`src/rtl/fetch_unit.sv`:
```
// fetch_unit: fetches one instruction per PC via req/gnt/rvalid and hands it to the decoder with a valid/ready handshake
module fetch_unit #(
  parameter int DWIDTH = 16,
  parameter int IWIDTH = 16
) (
  input  logic              clk,
  input  logic              rst,
  input  logic [DWIDTH-1:0] pc_in,
  output logic              pc_en,
  output logic [1:0]        pc_ctrl,
  output logic [7:0]        offset_addr,
  output logic              mem_req,
  output logic [DWIDTH-1:0] mem_addr,
  input  logic              mem_gnt,
  input  logic              mem_rvalid,
  input  logic [IWIDTH-1:0] mem_rdata,
  output logic              ir_valid,
  output logic [IWIDTH-1:0] ir_data,
  input  logic              ir_ready,
  input  logic              flush
);
  localparam logic [2:0] S_IDLE  = 3'd0;
  localparam logic [2:0] S_REQ   = 3'd1;
  localparam logic [2:0] S_WAIT  = 3'd2;
  localparam logic [2:0] S_HOLD  = 3'd3;
  localparam logic [2:0] S_DRAIN = 3'd4;
  logic [2:0]        state_q, state_d;
  logic              pc_en_q, ir_valid_q, ir_valid_d, capture;
  logic [IWIDTH-1:0] ir_data_q;
  logic [7:0]        offset_q;
  // A response that arrives together with a flush is dropped, so nothing is latched and the PC is not advanced
  assign capture = (state_q == S_WAIT) && mem_rvalid && !flush;
  always_comb begin
    state_d = state_q;
    case (state_q)
      S_IDLE:  state_d = S_REQ;
      S_REQ:   state_d = mem_gnt ? (flush ? S_DRAIN : S_WAIT) : S_REQ;
      S_WAIT:  state_d = mem_rvalid ? (flush ? S_REQ : S_HOLD) : (flush ? S_DRAIN : S_WAIT);
      S_HOLD:  state_d = (ir_ready || flush) ? S_REQ : S_HOLD;
      S_DRAIN: state_d = mem_rvalid ? S_REQ : S_DRAIN;
      default: state_d = S_IDLE;
    endcase
  end
  assign ir_valid_d = capture ? 1'b1 :
                      ((state_q == S_HOLD) && (ir_ready || flush)) ? 1'b0 : ir_valid_q;
  always_ff @(posedge clk) begin
    if (rst) begin
      state_q    <= S_IDLE;
      pc_en_q    <= 1'b0;
      ir_valid_q <= 1'b0;
      ir_data_q  <= '0;
      offset_q   <= '0;
    end else begin
      state_q    <= state_d;
      pc_en_q    <= capture;
      ir_valid_q <= ir_valid_d;
      if (capture) begin
        ir_data_q <= mem_rdata;
        offset_q  <= mem_rdata[7:0];
      end
    end
  end
  assign mem_req     = (state_q == S_REQ);
  assign mem_addr    = mem_req ? pc_in : '0;
  assign pc_en       = pc_en_q;
  assign pc_ctrl     = pc_en_q ? 2'b01 : 2'b00;
  assign ir_valid    = ir_valid_q;
  assign ir_data     = ir_data_q;
  assign offset_addr = offset_q;
endmodule

```
`config.mk`:
```
export PLATFORM = sky130hd
export DESIGN_NAME = fetch_unit
export DESIGN_NICKNAME = d
export VERILOG_FILES = /design/src/rtl/fetch_unit.sv
export SDC_FILE = /design/constraint.sdc
export NUM_CORES = 1
export LEC_CHECK = 0
export CELL_PAD_IN_SITES_DETAIL_PLACEMENT = 1
export CELL_PAD_IN_SITES_GLOBAL_PLACEMENT = 1
export CORE_AREA = 2 2 61 92
export DETAILED_ROUTE_END_ITERATION = 8
export DIE_AREA = 0 0 63 94
export PLACE_DENSITY_LB_ADDON = 0.1
export SLEW_MARGIN = 20
export SYNTH_ARGS = -nofsm -noshare
export SYNTH_HDL_FRONTEND = slang
export SYNTH_SLANG_ARGS = --single-unit
export TNS_END_PERCENT = 10
```
`constraint.sdc`:
```
create_clock -name clk -period 1.8 [get_ports clk]
set_input_delay 0.18 -clock clk [delete_from_list [all_inputs] [get_ports clk]]
set_output_delay 0.18 -clock clk [all_outputs]
set_load 0.03 [all_outputs]
```
* After elaboration in Yosys (flattened, before gate mapping) *
Index checks and enable logic that the tools add are counted.

word-level totals
  memories = 0
  flip-flop bits (word level) = 29
  RAM bits = 0
  bits of input ports = 38
  memory bits (read-only) = 0
  bits in latches = 0

cells by class
  shift operators = 0
  $mul = 0
  reduce and logical (&&, ||, !) cells = 7
  divide/modulo/power cells = 0
  $add $sub $neg = 0
  $lt $le $gt $ge = 0
  eq/ne operators = 4
  multiplexer cells = 11
  bitwise gates (word level) = 0

operator list
  operator            number
  $mux 16             1
  $pmux 3 s5          1
  $mux 3              4
  $eq 3x2->1 const B  2
  $mux 2              2
  $eq 3x1->1 const B  1
  $eq 3x3->1 const B  1
  $logic_and 1x1->1   3
  $logic_not 3->1     1
  $mux 1              3
  $reduce_bool 2->1   1
  $logic_not 1->1     1
  $logic_or 1x1->1    1

* Depth between registers and ports, before layout *
  word-level depth = 4
  mapped depth = 5
  mapped depth without buffers = 3

* Worst setup path before layout *
No wires, ideal clock.

  path type = register -> output
  start point = register state_q[0]
  end point = output mem_addr[10]
  setup slack = 324 ps
  stages on the path, launching flop included = 4
  arrival = 1296 ps
  required time = 1620 ps
  cells stage by stage = dfxtp_1 nor3b_2 buf_2 and2_1

on the way
  longest elaborated chain between the ends = 2

RTL lines
  what                    line  source
  from (decl)             27    logic [2:0] state_q, state_d;
  from (signal assigned)  54    state_q <= state_d;
  $eq 3x1->1              63    assign mem_req = (state_q == S_REQ);
  via mem_req             12    output logic mem_req,
  $mux 16                 64    assign mem_addr = mem_req ? pc_in : '0;
  to (decl)               13    output logic [DWIDTH-1:0] mem_addr,

The timed path passes the listed nets, and every way through them passes these cells.

* Worst setup path in the final report *
  start point = register state_q[0]
  end point = output mem_addr[9]

on the way
  longest elaborated chain between the ends = 2

RTL lines
  what        line
  $eq 3x1->1  63
  $mux 16     64

Every way passes these cells.

==> summary.md <==
| Metric | Value |
|---|---|
| Critical path buffers and inverters | 2 |
| DR pass1 iterations | 4 |
| CTS resizes | 0 |
| Vias | around 1,100 |
| Unique masters post-synth | 25 |
| Worst setup SP type | flop |
| Critical Path AT | 1430 ps |
| Number of inserted diodes | 0 |
| Ports | 83 |
| Critical path class | flop to output port |
| Routed len/inst | 12.0 um |
| Seq cells post-synth | 21 |
| CP required | between 1500 and 2000 ps |
| Cell mode on critical path | buf_4 |
| CTS tree | yes |
| Max clock buf depth | 2 |
| Layout area overhead | 70.9% |
| Initial antenna violation count | 0 |
| DRC Markers | 0 |
| Max capacitance violation total | 0 |
| Initial core utilization | 22.5% |
| Final hold vios | 0 |
| Min cycle time layout | 1610 ps |
| Crit-path slowest cell | dfxtp_1 |
| Clock Tree Root | clkbuf_8 |
| CTS buffer count | 3 |
| Routed WL | 3.19 mm |
| Core area | 5080 um2 |
| Die X | between 60 and 70 um |
| Met3 wire length | 198 um |
| H-tree depth | 1 |
| Ys Warns | 0 |
| DP HPWL | 2.55 mm |
| TNS Setup | 0 ps |
| VDD IR max | around 190 uV |
| Leak pwr | around 0.72 nW |
| Worst hold-check path type | flop to flop |
| Family with the most delay on the worst path | flip-flops |
| Clk slew on worst S/H paths | 80 ps |
| Pin count of the biggest net entering global routing | 39 |
| RSZ-0062 raised after global routing | false |
| Power Density | 548 nW/um2 |
| Slowest stage delay, CP | about 460 ps |
| Top-area cell type share of the netlist area | 36.7% |
| Cell taking the most area after synthesis | dfxtp_1 |
| Gr ovfl total | 0 |
| Vias in the first global route | 1,146 |
| Share of layout cells above drive strength 1 | 12.6% |
| Commonest non-fill, non-tap cells in the layout | clkdlybuf4s50_1 (64), nand2b_1 (33), dfxtp_1 (21) |
| Hold slack | around 470 ps |
| Max-slew violations | 0 |
| Status | completed |
| Post CTS Setup Buffer Count | 0 |
| Maximum clock rate | between 600 and 700 MHz |
| Top fanout value on the critical path | 17 |
| Syn Nets | around 170 |
| Met1 wire length | 1.21 mm |
| Sequential share of the synthesized area | 36.7% |
| # port buffers | 81 |
| Most common cell after layout, fill and taps aside | clkdlybuf4s50_1 |
| Met2 wire len | 1.74 mm |
| Final Setup Violations | 0 |
| ANT nets after route | 0 |
| Rows | 32 |
| Cells after Synth | between 100 and 150 |
| CTS Hold Bufs | 0 |
| Die H | 94 um |
| Initial DRC Count | 41 |
| Crit. End Element | output port |
| Global-route wire length before repair | 5.18 mm |
| Clk_skew | between 10 and 15 ps |
| Cell breakdown of the critical path | nor3b_2, buf_4, and2_1, buf_4 |
| Synth top area cells | dfxtp_1 (37%), nand2b_1 (18%), mux2i_1 (14%) |
| Routability cong. | 0.698 |
| Vias per cell | slightly above 4 |
| # nets final | 238 |
| Final worst path period share | 89.5% |
| Clock sink count | 21 |
| GR Util All Layers | 10.8% |
| Top Metal Used | met4 |
| Synthesized cell area | between 1000 and 1500 um2 |
| Die ar. | 5920 um2 |
| Worst skew pair latency | between 200 and 300 ps |
| Post-Syn Area per Cell | 8.95 um2 |
## flip-flops by register name (all words and copies together), names as in the netlist
signal and count:
pc_en 1, ir_data 16, state_q 3, ir_valid 1
## through the flow
step	setup slack (ps)	total power [mW]	cells	utilization [%]	cell area, um2
global route	46.2	1.13	267	38.5	1960
global placement	360	0.775	263	37.6	1910
floorplan	324	0.631	128	-	1150
CTS	172	1.10	267	38.5	1960
finish	189	1.07	267	38.5	1960
detailed placement	315	0.778	263	37.6	1910
## kinds of logic after synthesis
family | after synthesis | synth area share (%)
muxes | 16 | 14.0
DFF | 21 | 36.7
and+or+nand+nor | 65 | 34.1
AOI/OAI and AO/OA | 7 | 3.93
other | 1 | 0.327
buffers and inverters | 18 | 11.0
## area by class of cell
cell class,count,area [um2]
fillers,608,3130
well taps,68,85.1
clock buffers,3,41.3
repair buffers,84,803
flip-flops and latches,21,420
multi-input cells,89,599
inverters,1,3.75
clock inverters,1,5.00
## report_power, final
group	internal, mW	switching (mW)
Sequential	0.470	0.00907
Clock	0.154	0.155
Combinational	0.153	0.131
## Yosys cell counts
cell type,instances
and3_1,1
or4_1,1
clkbuf_1,4
nand2_1,5
nor3b_2,1
nor3_1,1
a2111oi_0,1
buf_2,1
nor2b_1,1
buf_4,11
and2_1,16
dfxtp_1,21
o22ai_1,1
inv_1,1
nand3b_1,1
a21oi_1,2
o21ai_0,1
nand3_1,1
conb_1,1
o31ai_1,1
nand2b_1,33
buf_12,1
nor2_1,4
mux2i_1,16
o21a_1,1
## worst reg2reg max path: cells and delay by family (launching register included)
family	cells	cell delay [ps]
AND/OR/NAND/NOR	2	400
multiplexers	1	210
buffers and inverters	1	180
flip-flops	1	460
## routing by layer
layer | vias to the layer above | GRT usage (%)
li1 | 542 | -
met1 | 502 | 11.6
met2 | 43 | 20.5
met3 | 4 | 2.04
met4 | 0 | 4.07
met5 | - | 0
## final timing paths
kind                                  start           to  slack (ps)  cells after the start
worst max-delay path             state_q[0]  mem_addr[9]         190                      4
worst min register to register  ir_data[12]  ir_data[12]         470                      2
worst max register to register   state_q[1]   ir_data[8]         480                      4
worst min-delay path            ir_data[12]  ir_data[12]         470                      2
No activity file was read; power rests on OpenSTA's default activity.
